==> src/rtl/seg_pkg.sv <==
// Shared constants and helpers for the 4-digit 7-segment scan display.
// Segment codes are active-low {g,f,e,d,c,b,a}; anodes are active-low, bit 3 = leftmost digit.
package seg_pkg;

  localparam logic [6:0] SEG_0 = 7'h40;
  localparam logic [6:0] SEG_1 = 7'h79;
  localparam logic [6:0] SEG_2 = 7'h24;
  localparam logic [6:0] SEG_3 = 7'h30;
  localparam logic [6:0] SEG_4 = 7'h19;
  localparam logic [6:0] SEG_5 = 7'h12;
  localparam logic [6:0] SEG_6 = 7'h02;
  localparam logic [6:0] SEG_7 = 7'h78;
  localparam logic [6:0] SEG_8 = 7'h00;
  localparam logic [6:0] SEG_9 = 7'h10;
  localparam logic [6:0] SEG_A = 7'h08;
  localparam logic [6:0] SEG_B = 7'h03;
  localparam logic [6:0] SEG_C = 7'h46;
  localparam logic [6:0] SEG_D = 7'h21;
  localparam logic [6:0] SEG_E = 7'h06;
  localparam logic [6:0] SEG_F = 7'h0E;

  localparam logic [6:0] SEG_BLANK = 7'h7F;
  localparam logic [3:0] ANODE_OFF = 4'b1111;

  typedef enum logic {
    PH_ACTIVE = 1'b0,
    PH_GUARD  = 1'b1
  } phase_e;

  // The last of every four scan phases blanks the display to suppress ghosting.
  function automatic phase_e phase_of(input logic [3:0] idx);
    return (idx[1:0] == 2'b11) ? PH_GUARD : PH_ACTIVE;
  endfunction

  function automatic logic [3:0] anode_sel(input logic [1:0] digit);
    logic [3:0] an;
    case (digit)
      2'd0:    an = 4'b0111;
      2'd1:    an = 4'b1011;
      2'd2:    an = 4'b1101;
      default: an = 4'b1110;
    endcase
    return an;
  endfunction

endpackage

==> src/rtl/seg_decoder.sv <==
// Combinational hex nibble to active-low 7-segment pattern.
module seg_decoder (
  input  logic [3:0] i_nib,
  output logic [6:0] o_seg
);
  import seg_pkg::*;

  always_comb begin
    o_seg = SEG_BLANK;
    case (i_nib)
      4'h0: o_seg = SEG_0;
      4'h1: o_seg = SEG_1;
      4'h2: o_seg = SEG_2;
      4'h3: o_seg = SEG_3;
      4'h4: o_seg = SEG_4;
      4'h5: o_seg = SEG_5;
      4'h6: o_seg = SEG_6;
      4'h7: o_seg = SEG_7;
      4'h8: o_seg = SEG_8;
      4'h9: o_seg = SEG_9;
      4'hA: o_seg = SEG_A;
      4'hB: o_seg = SEG_B;
      4'hC: o_seg = SEG_C;
      4'hD: o_seg = SEG_D;
      4'hE: o_seg = SEG_E;
      default: o_seg = SEG_F;
    endcase
  end

endmodule

==> src/rtl/seg_scan_driver.sv <==
// 4-digit 7-segment scan driver: prescaled scan counter out, nibble back from the
// character generator, registered and mutually aligned anode/segment outputs.
module seg_scan_driver #(
  parameter int PRESCALE = 5000
) (
  input  logic       clock,
  input  logic       reset,
  input  logic [3:0] char,
  output logic [3:0] counter,
  output logic [3:0] anode,
  output logic [6:0] seg,
  output logic       dp
);
  import seg_pkg::*;

  localparam int               PRE_W    = $clog2(PRESCALE + 1);
  localparam logic [PRE_W-1:0] PRE_LAST = PRE_W'(PRESCALE - 1);

  logic [PRE_W-1:0] r_pre;
  logic [3:0]       r_cnt_p0;
  logic [3:0]       r_cnt_p1;
  logic             r_vld_p1;
  logic [3:0]       r_anode;
  logic [6:0]       r_seg;
  logic             r_dp;
  logic [6:0]       w_seg_dec;
  logic             w_tick;

  assign w_tick = (r_pre == PRE_LAST);

  seg_decoder u_dec (
    .i_nib (char),
    .o_seg (w_seg_dec)
  );

  // Stage p0: prescaler and scan counter driven to the character generator
  always_ff @(posedge clock or negedge reset) begin
    if (!reset) begin
      r_pre    <= '0;
      r_cnt_p0 <= 4'd0;
    end else begin
      r_pre <= w_tick ? '0 : r_pre + 1'b1;
      if (w_tick) r_cnt_p0 <= r_cnt_p0 + 4'd1;
    end
  end

  // Stage p1: counter delayed to line up with the returning char
  always_ff @(posedge clock or negedge reset) begin
    if (!reset) begin
      r_cnt_p1 <= 4'd0;
      r_vld_p1 <= 1'b0;
    end else begin
      r_cnt_p1 <= r_cnt_p0;
      r_vld_p1 <= 1'b1;
    end
  end

  // Stage p2: anode and segments registered together; blank until char is trustworthy
  always_ff @(posedge clock or negedge reset) begin
    if (!reset) begin
      r_anode <= ANODE_OFF;
      r_seg   <= SEG_BLANK;
      r_dp    <= 1'b1;
    end else begin
      r_dp <= 1'b1;
      if (!r_vld_p1 || phase_of(r_cnt_p1) == PH_GUARD) begin
        r_anode <= ANODE_OFF;
        r_seg   <= SEG_BLANK;
      end else begin
        r_anode <= anode_sel(r_cnt_p1[3:2]);
        r_seg   <= w_seg_dec;
      end
    end
  end

  assign counter = r_cnt_p0;
  assign anode   = r_anode;
  assign seg     = r_seg;
  assign dp      = r_dp;

endmodule

==> config.mk <==
export PLATFORM = sky130hd
export DESIGN_NAME = seg_scan_driver
export DESIGN_NICKNAME = d
export VERILOG_FILES = /design/src/rtl/seg_pkg.sv /design/src/rtl/seg_decoder.sv /design/src/rtl/seg_scan_driver.sv
export SDC_FILE = /design/constraint.sdc
export NUM_CORES = 1
export LEC_CHECK = 0
export BUFFER_PORTS_ARGS = -buffer_cell sky130_fd_sc_hd__buf_2
export CAP_MARGIN = 15
export CORE_ASPECT_RATIO = 0.5
export CORE_UTILIZATION = 45
export CTS_CLUSTER_SIZE = 40
export DETAILED_ROUTE_END_ITERATION = 6
export HOLD_SLACK_MARGIN = 0.02
export PLACE_DENSITY = 0.65
export SLEW_MARGIN = 20
export SYNTH_ARGS = -nofsm -noshare
export SYNTH_HDL_FRONTEND = slang
export SYNTH_SLANG_ARGS = --single-unit
export TNS_END_PERCENT = 30
==> constraint.sdc <==
create_clock -name clock -period 4.66 [get_ports clock]
set_input_delay 0.466 -clock clock [delete_from_list [all_inputs] [get_ports clock]]
set_output_delay 0.466 -clock clock [all_outputs]
set_load 0.01 [all_outputs]
==> impl_metrics.json, run 1 <==
{
  "outcome": "finished clean",
  "layout-area-overhead-vs-synth_pct": 14.2,
  "dominantRegCellSynth": "dfrtp_1",
  "worst_r2r_endpoint": "counter[1]$_DFFE_PN0N_",
  "drt_first_pass_iters": 4,
  "final_hold_vios": 0,
  "cts_buf_count": 5,
  "final-max-slew-violation-count": 0,
  "worstSetupStartpointType": "flop",
  "synth_largest_type_area_fraction_pct": 36.2,
  "synthArstFlopShare_pct": 100,
  "synth_warnings": 0,
  "syn-instance-count": 129,
  "final_antenna_net_count": 0,
  "synth_area_leader_cell": "dfrtp_1",
  "fin_tns_setup_ns": 0,
  "cts.repair_timing.setup_buffer_count": 0,
  "cap_viol_max_count": 0,
  "r2r-start": "r_pre[0]$_DFF_PN0_",
  "swShare_pct": 21.7,
  "first_iter_violations": 39,
  "vias_per_cell": 5.20,
  "detailed_place_hpwl_um": 1780,
  "rows": 14,
  "dieWidth_um": 84.2,
  "intPower_mw": 0.413,
  "largest_net_degree_at_the_start_of_global_routing": 34,
  "post_cts_resized": 0,
  "clock_tree_from_tritoncts": "yes",
  "post_synth_main_area_contributors": "dfrtp_1, dfstp_2, ha_1",
  "max_slew.worst_pin.slew_ns": 0.762,
  "timing.clock.skew_ns": 0.00594,
  "vias_in_the_first_global_route": 945,
  "power.leakage_nw": 0.806,
  "place.port_buffers": 20,
  "layout.nets": 168,
  "clock_tree.root_cell": "clkbuf_8",
  "fp.coreArea_um2": 3100,
  "maxClockFrequency_mhz": 474,
  "synth_sequential_area_ratio_pct": 55.2,
  "criticalPathCategory": "reg2reg",
  "power.switching_mw": 0.115,
  "total_number_of_vias": 1008,
  "holdCritPathClass": "in2async",
  "pin_count": 22,
  "route.detailed.wl_per_inst_um": 12.3,
  "power_per_cell_area_nw_per_um2": 304,
  "grt_remaining_overflow": 0,
  "worst-endpoint-required_ns": 4.81,
  "timing.final.crit_share_pct": 45.3,
  "design.die.area_um2": 3630,
  "count_of_hold_fix_buffers_inserted_at_cts": 0,
  "ctsLongestPathBuffers": 2,
  "path_clk_slew_ns": 0.06,
  "synth_enable_flop_cells": 0,
  "combinationalPowerShare_pct": 6.6,
  "floorplan.die.height_um": 43.1,
  "final_layout_size_suffix_gt1_share_pct": 29.2,
  "clock_power_share_pct": 37.0,
  "grt_pass1_wl_um": 4170,
  "regToRegSetupSlack_ns": 2.55,
  "antenna_found_initial": 0,
  "critPathArrivalTime_ns": 2.26,
  "max_slew_margin_pct": 49.1,
  "grt_resource_usage_total_pct": 15.3,
  "cp_max_fo": 9,
  "numClockSinks": 33,
  "worst-r2r-cell-count": 4,
  "critical_path.endpoint_type": "flop",
  "synth.top_cells.by_count": "dfrtp_1, dfstp_2, nor2_1",
  "final_period_minus_worst_setup_slack_ns": 2.11,
  "cts.htree.levels": 2,
  "synth.avg_cell_area_um2": 11.8,
  "yosys.cell_count.top_type": "dfrtp_1",
  "rsz_0062_raised_after_global_routing": "no",
  "num_antenna_cells": 0,
  "place.detailed.instances": 186,
  "floorplan.initialDensity_pct": 49.0,
  "clock_latency_ns": 0.27,
  "vdd.ir_drop.worst_uv": 132,
  "final-setup-viol-count": 0,
  "syn_area_um2": 1520,
  "finalWeightedCongestion": 0.791,
  "flip_flop_and_latch_count_after_synthesis": 33,
  "seq_power_share_pct": 56.4,
  "remaining_drcs": 0,
  "final-instance-count-excl-fill": 194,
  "post_synth_num_cell_types": 37,
  "routed_wl_um": 2400
}
## power by group through the flow
stage               Combinational [mW]  Clock, mW  Sequential, mW
finish                          0.0347      0.195           0.297
global route                    0.0398      0.218           0.298
CTS                             0.0357      0.203           0.297
detailed placement              0.0357          0           0.302
global placement                0.0351          0           0.302
floorplan                       0.0160          0           0.306
## cell families (layout without fill, tap and decap cells)
family	count (synthesis)	in the layout	share of synthesized area, %
mux	1	1	0.741
simple gates	49	49	19.1
xor+xnor	13	13	7.49
buf+inv	8	32	2.22
fa+ha+maj	9	9	7.41
other cells	1	2	0.247
flops	33	33	55.2
compound gates	15	15	7.57
## worst max-delay path, stage by stage (launching register included)
cell	delay (ns)
dfrtp_1	0.40
ha_1	0.23
or4b_4	0.50
nor4_4	0.47
mux2_2	0.39
## flip-flops by register name, indices dropped and copies added, names as in the netlist
register	flops
r_pre	13
r_cnt_p1	4
counter	4
seg	7
r_vld_p1	1
anode	4
## per-stage QoR
step	hold WS [ns]	util, %	cell area (µm²)	total power, mW	setup slack [ns]
3_3_place_gp	0.421	53.4	1660	0.337	2.64
5_1_grt	0.305	56.0	1740	0.556	2.43
3_5_place_dp	0.412	53.4	1660	0.338	2.54
4_1_cts	0.263	56.0	1740	0.537	2.53
6_report	0.241	56.0	1740	0.527	2.55
2_1_floorplan	0.170	-	1520	0.322	2.73
## layout by cell type (no fill, tap or decap), drive strengths merged, types with 5 or more instances in the layout
| master | instances |
|---|---|
| buf | 20 |
| clkbuf | 7 |
| dfrtp | 22 |
| dfstp | 11 |
| ha | 9 |
| nand2 | 10 |
| nor2 | 11 |
| o311ai | 5 |
| xnor2 | 7 |
| xor2 | 6 |
## metal layers
layer | GRT usage (%) | wire length [µm] | up-vias
met3 | 5.25 | 63 | 0
met5 | 0 | 0 | -
met4 | 5.17 | 0 | 0
li1 | - | - | 490
met1 | 20.1 | 1170 | 508
met2 | 24.1 | 1160 | 10
## cell type report
cell class / instances / area [µm²]
fillers: 288 / 1360
flip-flops and latches: 33 / 840
multi-input cells: 89 / 651
repair buffers: 20 / 100
clock buffers: 7 / 76.3
well taps: 40 / 50.0
inverters: 4 / 15.0
clock inverters: 1 / 5.00
## worst max path at each step
stage / cells past startpoint / start / slack, ns / end
final: 4 / r_pre[0]$_DFF_PN0_ / 2.55 / counter[1]$_DFFE_PN0N_
after global routing: 4 / r_pre[0]$_DFF_PN0_ / 2.43 / counter[1]$_DFFE_PN0N_
after CTS: 4 / r_pre[0]$_DFF_PN0_ / 2.53 / counter[1]$_DFFE_PN0N_
after detailed placement: 4 / r_pre[0]$_DFF_PN0_ / 2.54 / counter[1]$_DFFE_PN0N_
after global placement: 4 / r_pre[0]$_DFF_PN0_ / 2.64 / counter[1]$_DFFE_PN0N_
after floorplan: 4 / r_pre[0]$_DFF_PN0_ / 2.73 / counter[1]$_DFFE_PN0N_
No activity file was read; power rests on OpenSTA's default activity.
==> run 2, diff against run 1 <==
--- a/config.mk
+++ b/config.mk
@@ -12,7 +12,7 @@
 export CTS_CLUSTER_SIZE = 40
 export DETAILED_ROUTE_END_ITERATION = 6
 export HOLD_SLACK_MARGIN = 0.02
-export PLACE_DENSITY = 0.65
+export PLACE_DENSITY = 0.68
 export SLEW_MARGIN = 20
 export SYNTH_ARGS = -nofsm -noshare
 export SYNTH_HDL_FRONTEND = slang
==> constraint.sdc (replaced) <==
create_clock -name clock -period 1.9 [get_ports clock]
set_input_delay 0.19 -clock clock [delete_from_list [all_inputs] [get_ports clock]]
set_output_delay 0.19 -clock clock [all_outputs]
set_load 0.01 [all_outputs]
==> impl_metrics.json, run 2 (synthesis gave the netlist of run 1 again) <==
{
  "total_number_of_vias": 1022,
  "fp.coreArea_um2": 3100,
  "power.leakage_nw": 0.869,
  "grt_remaining_overflow": 0,
  "final_hold_vios": 0,
  "final_antenna_net_count": 0,
  "worst_path_largest_cell_delay_ns": 0.48,
  "numClockSinks": 33,
  "max_slew_margin_pct": 53.3,
  "layout.nets": 178,
  "outcome": "finished, violations left",
  "cts.htree.levels": 2,
  "dieWidth_um": 84.2,
  "final_critical_path_setup_slack_ns": 0.0834,
  "floorplan.die.height_um": 43.1,
  "largest_net_degree_at_the_start_of_global_routing": 34,
  "final-setup-viol-count": 0,
  "regMostFlops": "r_pre",
  "violated_checks": "DRC",
  "criticalPathCategory": "reg2reg",
  "rows": 14,
  "antenna_found_initial": 0,
  "post_layout_total_power_mw": 1.50,
  "place.port_buffers": 20,
  "layout-area-overhead-vs-synth_pct": 22.3,
  "timing.final.crit_share_pct": 95.6,
  "design.die.area_um2": 3630,
  "maxClockFrequency_mhz": 550,
  "vdd.ir_drop.worst_uv": 290,
  "ctsLongestPathBuffers": 2,
  "clock_tree.root_cell": "clkbuf_8",
  "worstSetupStartpointType": "flop",
  "final-max-slew-violation-count": 0,
  "grt_resource_usage_total_pct": 15.7,
  "drt_first_pass_iters": 6,
  "vias_per_cell": 5.01,
  "num_antenna_cells": 0,
  "critPathTopFamily": "simple AND/OR/NAND/NOR gates",
  "max_slew.worst_pin.slew_ns": 0.701,
  "max_reg_flops": 13,
  "floorplan.initialDensity_pct": 49.0,
  "final_period_minus_worst_setup_slack_ns": 1.82,
  "cap_viol_max_count": 0,
  "path_clk_slew_ns": 0.07,
  "first_iter_violations": 53,
  "worst-path-buf-inv": 0,
  "cp_max_fo": 3,
  "route.detailed.wl_per_inst_um": 12.0,
  "timing.clock.skew_ns": 0.00305,
  "holdCritPathClass": "in2reg",
  "finalWeightedCongestion": 0.807,
  "remaining_drcs": 2,
  "crit_slowest_cell": "or4b_4",
  "detailed_place_hpwl_um": 1780,
  "pin_count": 22,
  "vias_in_the_first_global_route": 928,
  "cts_buf_count": 5,
  "grt_pass1_wl_um": 4120,
  "worstPathCellList": "ha_2, or4b_4, or2_1, o211a_1, a211o_1",
  "rsz_0062_raised_after_global_routing": "yes",
  "critPathArrivalTime_ns": 1.99,
  "dp_slack_ns": 0.0276,
  "clock_tree_from_tritoncts": "yes",
  "layout.cells.most_common_list": "dfrtp_1, buf_2, nor2_1, dfstp_2, nand2_1",
  "power_per_cell_area_nw_per_um2": 805,
  "clock_latency_ns": 0.28,
  "routed_wl_um": 2450,
  "final_layout_size_suffix_gt1_share_pct": 34.8,
  "worst-endpoint-required_ns": 2.07,
  "final_common_cell": "dfrtp_1",
  "critical_path.endpoint_type": "flop"
}
run 2: metrics by stage:
step                      setup TNS (ns)  std cells  instance area (µm²)  utilization (%)  hold WS [ns]
final                                  0        204                 1860             60.0         0.199
after detailed placement               0        192                 1700             54.8         0.283
after global routing             -0.0131        204                 1860             60.0         0.213
after global placement                 0        192                 1700             54.8         0.273
after CTS                              0        201                 1830             59.0         0.191
after floorplan                        0        130                 1520                -        -0.106
run 2: layer usage:
metal | part of all wire [%] | vias to the layer above | track usage, %
li1 | - | 513 | -
met1 | 45 | 485 | 17.8
met2 | 49 | 20 | 25.9
met3 | 5.1 | 4 | 7.59
met4 | 1.3 | 0 | 6.21
met5 | 0 | - | 0
run 2: power breakdown:
group	switching, mW	internal, mW
logic	0.0558	0.0318
registers	0.00296	0.726
clock network	0.255	0.426
run 2: what timing repair did:
item | in CTS | in global routing
hold buffers | 1 | 0
hold endpoints to repair | 22 | 0
endpoints found under the setup margin | 0 | 3
resized for setup | 0 | 3
buffers inserted | 0 | 3
run 2: path summary, 6_finish.rpt:
| kind | cells after the start | startpoint | slack [ns] | endpoint |
|---|---|---|---|---|
| worst max-delay path | 5 | r_pre[0]$_DFF_PN0_ | 0.08 | r_pre[9]$_DFF_PN0_ |
| worst min-delay path | 2 | char[1] | 0.20 | seg[6]$_DFF_PN1_ |
| worst max register to register | 5 | r_pre[0]$_DFF_PN0_ | 0.08 | r_pre[9]$_DFF_PN0_ |
| worst min register to register | 0 | counter[3]$_DFFE_PN0N_ | 0.43 | r_cnt_p1[3]$_DFF_PN0_ |
| max in group asynchronous | 2 | reset | 0.96 | r_pre[5]$_DFF_PN0_ |
| min in group asynchronous | 2 | reset | 0.49 | counter[3]$_DFFE_PN0N_ |
run 2: layout make-up:
class / instances / area [µm²]
fill: 249 / 1240
sequential: 33 / 840
multi-input combinational: 89 / 653
timing repair buffer: 30 / 181
clock buffer: 6 / 82.6
tap: 40 / 50.0
clock inverter: 2 / 37.5
inverter: 4 / 15.0
==> run 3, diff against run 2 <==
--- a/config.mk
+++ b/config.mk
@@ -5,6 +5,7 @@
 export SDC_FILE = /design/constraint.sdc
 export NUM_CORES = 1
 export LEC_CHECK = 0
+export ABC_AREA = 1
 export BUFFER_PORTS_ARGS = -buffer_cell sky130_fd_sc_hd__buf_2
 export CAP_MARGIN = 15
 export CORE_ASPECT_RATIO = 0.5
@@ -12,7 +13,7 @@
 export CTS_CLUSTER_SIZE = 40
 export DETAILED_ROUTE_END_ITERATION = 6
 export HOLD_SLACK_MARGIN = 0.02
-export PLACE_DENSITY = 0.68
+export PLACE_DENSITY = 0.67
 export SLEW_MARGIN = 20
 export SYNTH_ARGS = -nofsm -noshare
 export SYNTH_HDL_FRONTEND = slang
==> impl_metrics.json, run 3 <==
{
  "outcome": "finished clean",
  "maxClockFrequency_mhz": 757,
  "final_period_minus_worst_setup_slack_ns": 1.32,
  "sequential_cell_area_um2": 840,
  "dp_slack_ns": 0.588,
  "synth_largest_type_area_fraction_pct": 32.6,
  "max_slew_margin_pct": 54.5,
  "synth.avg_cell_area_um2": 8.57,
  "holdCritPathClass": "in2reg",
  "grt_pass1_wl_um": 4980,
  "r2r-start": "r_pre[0]$_DFF_PN0_",
  "regToRegSetupSlack_ns": 0.58,
  "remaining_drcs": 0,
  "timing.hold.worst_path_depth": 3,
  "ctsLongestPathBuffers": 2,
  "timing.clock.skew_ns": 0.00652,
  "place.detailed.instances": 267,
  "fp.coreArea_um2": 3510,
  "final-setup-viol-count": 0,
  "max_slew.worst_pin.slew_ns": 0.682,
  "syn_area_um2": 1690,
  "wl_met2_um": 1270,
  "dominantRegCellSynth": "dfrtp_1",
  "wl_met1_um": 1410,
  "worst-path-buf-inv": 0,
  "grt_resource_usage_total_pct": 17.2,
  "worstPathCellList": "ha_1, nand2_2, nor2_1, nand3_2, nand2_1, nand2_1",
  "crit_slowest_cell": "dfrtp_1",
  "place.port_buffers": 20,
  "worstSetupStartpointType": "flop",
  "final-instance-count-excl-fill": 276,
  "criticalPathCategory": "reg2reg",
  "post_synth_num_cell_types": 25,
  "path_clk_slew_ns": 0.06,
  "synth_enable_flop_cells": 0,
  "rsz_0062_raised_after_global_routing": "no",
  "worst_setup_path_endpoint": "counter[1]$_DFFE_PN0N_",
  "vdd.ir_drop.worst_uv": 279,
  "timing.final.crit_share_pct": 69.5,
  "critical_path.endpoint_type": "flop",
  "route.detailed.wl_per_inst_um": 10.3,
  "pin_count": 22,
  "synth_area_leader_cell": "dfrtp_1",
  "drt_first_pass_iters": 4,
  "final.fill_count": 304,
  "final_layout_size_suffix_gt1_share_pct": 23.1,
  "syn-instance-count": 197,
  "cts.repair_timing.setup_buffer_count": 0,
  "total_area_of_multi_input_combinational_cells_um2": 739,
  "numClockSinks": 33,
  "synthArstFlopShare_pct": 100,
  "critical_path_depth": 6,
  "cap_viol_max_count": 0,
  "post_cts_resized": 0,
  "floorplan.initialDensity_pct": 48.1,
  "detailed_place_hpwl_um": 2030,
  "crit_path_frequent_cell": "nand2_1",
  "antenna_found_initial": 0,
  "first_iter_violations": 34,
  "worst_path_largest_cell_delay_ns": 0.37,
  "clock_tree_from_tritoncts": "yes",
  "routed_wl_um": 2840,
  "cp_max_fo": 6,
  "fin_tns_setup_ns": 0,
  "cp-startpoint": "r_pre[0]$_DFF_PN0_",
  "worst_r2r_endpoint": "counter[1]$_DFFE_PN0N_",
  "flip_flop_and_latch_count_after_synthesis": 33,
  "worst-endpoint-required_ns": 2.07,
  "finalWeightedCongestion": 0.853,
  "critPathArrivalTime_ns": 1.49,
  "layout-area-overhead-vs-synth_pct": 17.7,
  "critPathTopFamily": "simple AND/OR/NAND/NOR gates",
  "power_per_cell_area_nw_per_um2": 801,
  "synth_sequential_area_ratio_pct": 49.7,
  "regMostFlops": "r_pre",
  "synth.top_cells.by_count": "nand2_1, inv_1, dfrtp_1",
  "final_antenna_net_count": 0,
  "vias_per_cell": 4.63,
  "final_hold_vios": 0,
  "post_synth_main_area_contributors": "dfrtp_1, dfstp_2, nand2_1",
  "count_of_hold_fix_buffers_inserted_at_cts": 1,
  "worst-r2r-cell-count": 6,
  "vias_in_the_first_global_route": 1129,
  "layout.cells.most_common_list": "nand2_1, inv_1, dfrtp_1",
  "cts_buf_count": 5,
  "max_reg_flops": 13,
  "synth_warnings": 0,
  "num_antenna_cells": 0,
  "largest_net_degree_at_the_start_of_global_routing": 34,
  "clock_tree.root_cell": "clkbuf_8",
  "dieWidth_um": 88.6,
  "layout.nets": 239,
  "total_number_of_vias": 1279,
  "final_common_cell": "nand2_1",
  "yosys.cell_count.top_type": "nand2_1",
  "final-max-slew-violation-count": 0,
  "power.leakage_nw": 1.03,
  "clock_latency_ns": 0.29,
  "routed-wl-met3_um": 99,
  "dr.max_layer_used": "met4",
  "final_critical_path_setup_slack_ns": 0.580,
  "floorplan.die.height_um": 45.3,
  "rows": 15,
  "grt_remaining_overflow": 0,
  "design.die.area_um2": 4020,
  "cts.htree.levels": 2
}
run 3: changes by cell type in the layout (fill, tap and decap cells not counted), moves of 3 or more:
cell / before / now
a21oi_1: 1 / 5
buf_4: 8 / 0
inv_1: 4 / 23
nand2_1: 10 / 49
nand2_2: 0 / 4
nand3_1: 4 / 21
nor2_1: 11 / 19
o21ai_0: 3 / 6
o311ai_0: 5 / 0
xnor2_1: 7 / 0
run 3: report_power, final:
| group | leakage, nW | internal [mW] | switching (mW) | total, mW |
|---|---|---|---|---|
| sequential | 0.407 | 0.726 | 0.00239 | 0.728 |
| combinational | 0.551 | 0.0285 | 0.0572 | 0.0857 |
| clock | 0.0681 | 0.521 | 0.257 | 0.778 |
| total | 1.03 | 1.27 | 0.317 | 1.59 |
run 3: cell families (layout without fill, tap and decap cells):
group,after synthesis,count (layout),share of synthesized area [%]
simple gates,104,104,28.7
fa+ha+maj,9,9,6.67
other cells,1,2,0.222
flops,33,33,49.7
compound gates,16,16,5.41
buf+inv,29,56,6.74
xor+xnor,5,5,2.59
run 3: how the worst min path moves through the flow:
stage            start                      to
3_5_place_dp     reset   r_cnt_p1[3]$_DFF_PN0_
5_1_grt        char[3]        seg[4]$_DFF_PN1_
3_3_place_gp     reset   r_cnt_p1[3]$_DFF_PN0_
6_report       char[3]        seg[4]$_DFF_PN1_
4_1_cts        char[3]        seg[4]$_DFF_PN1_
2_1_floorplan    reset  counter[0]$_DFFE_PN0N_
run 3: layout make-up:
type                       instances  share of cell area (%)
clock buffer                       5                    3.46
clock inverter                     3                    3.27
inverter                          27                    5.10
multi-input combinational        136                    37.2
sequential                        33                    42.2
tap                               51                    3.21
timing repair buffer              21                    5.54
run 3: layer usage:
metal | track usage [%] | up-vias
li1 | - | 678
met1 | 21.1 | 567
met2 | 27.8 | 27
met3 | 4.94 | 7
met4 | 9.68 | 0
met5 | 0 | -
run 3: metrics by stage:
step           utilization [%]  hold WS, ns  cell area (µm²)  power [mW]
3_5_place_dp              52.5        0.272             1840       0.826
5_1_grt                   56.6        0.205             1990        1.66
4_1_cts                   56.6        0.179             1990        1.61
6_report                  56.6        0.190             1990        1.59
3_3_place_gp              52.5        0.269             1840       0.825
2_1_floorplan                -       -0.106             1690       0.788
run 3: worst register-to-register path, stage by stage, from the launching register on:
cell and delay, ns:
dfrtp_1 0.37, ha_1 0.28, nand2_2 0.12, nor2_1 0.13, nand3_2 0.16, nand2_1 0.09
nand2_1 0.05
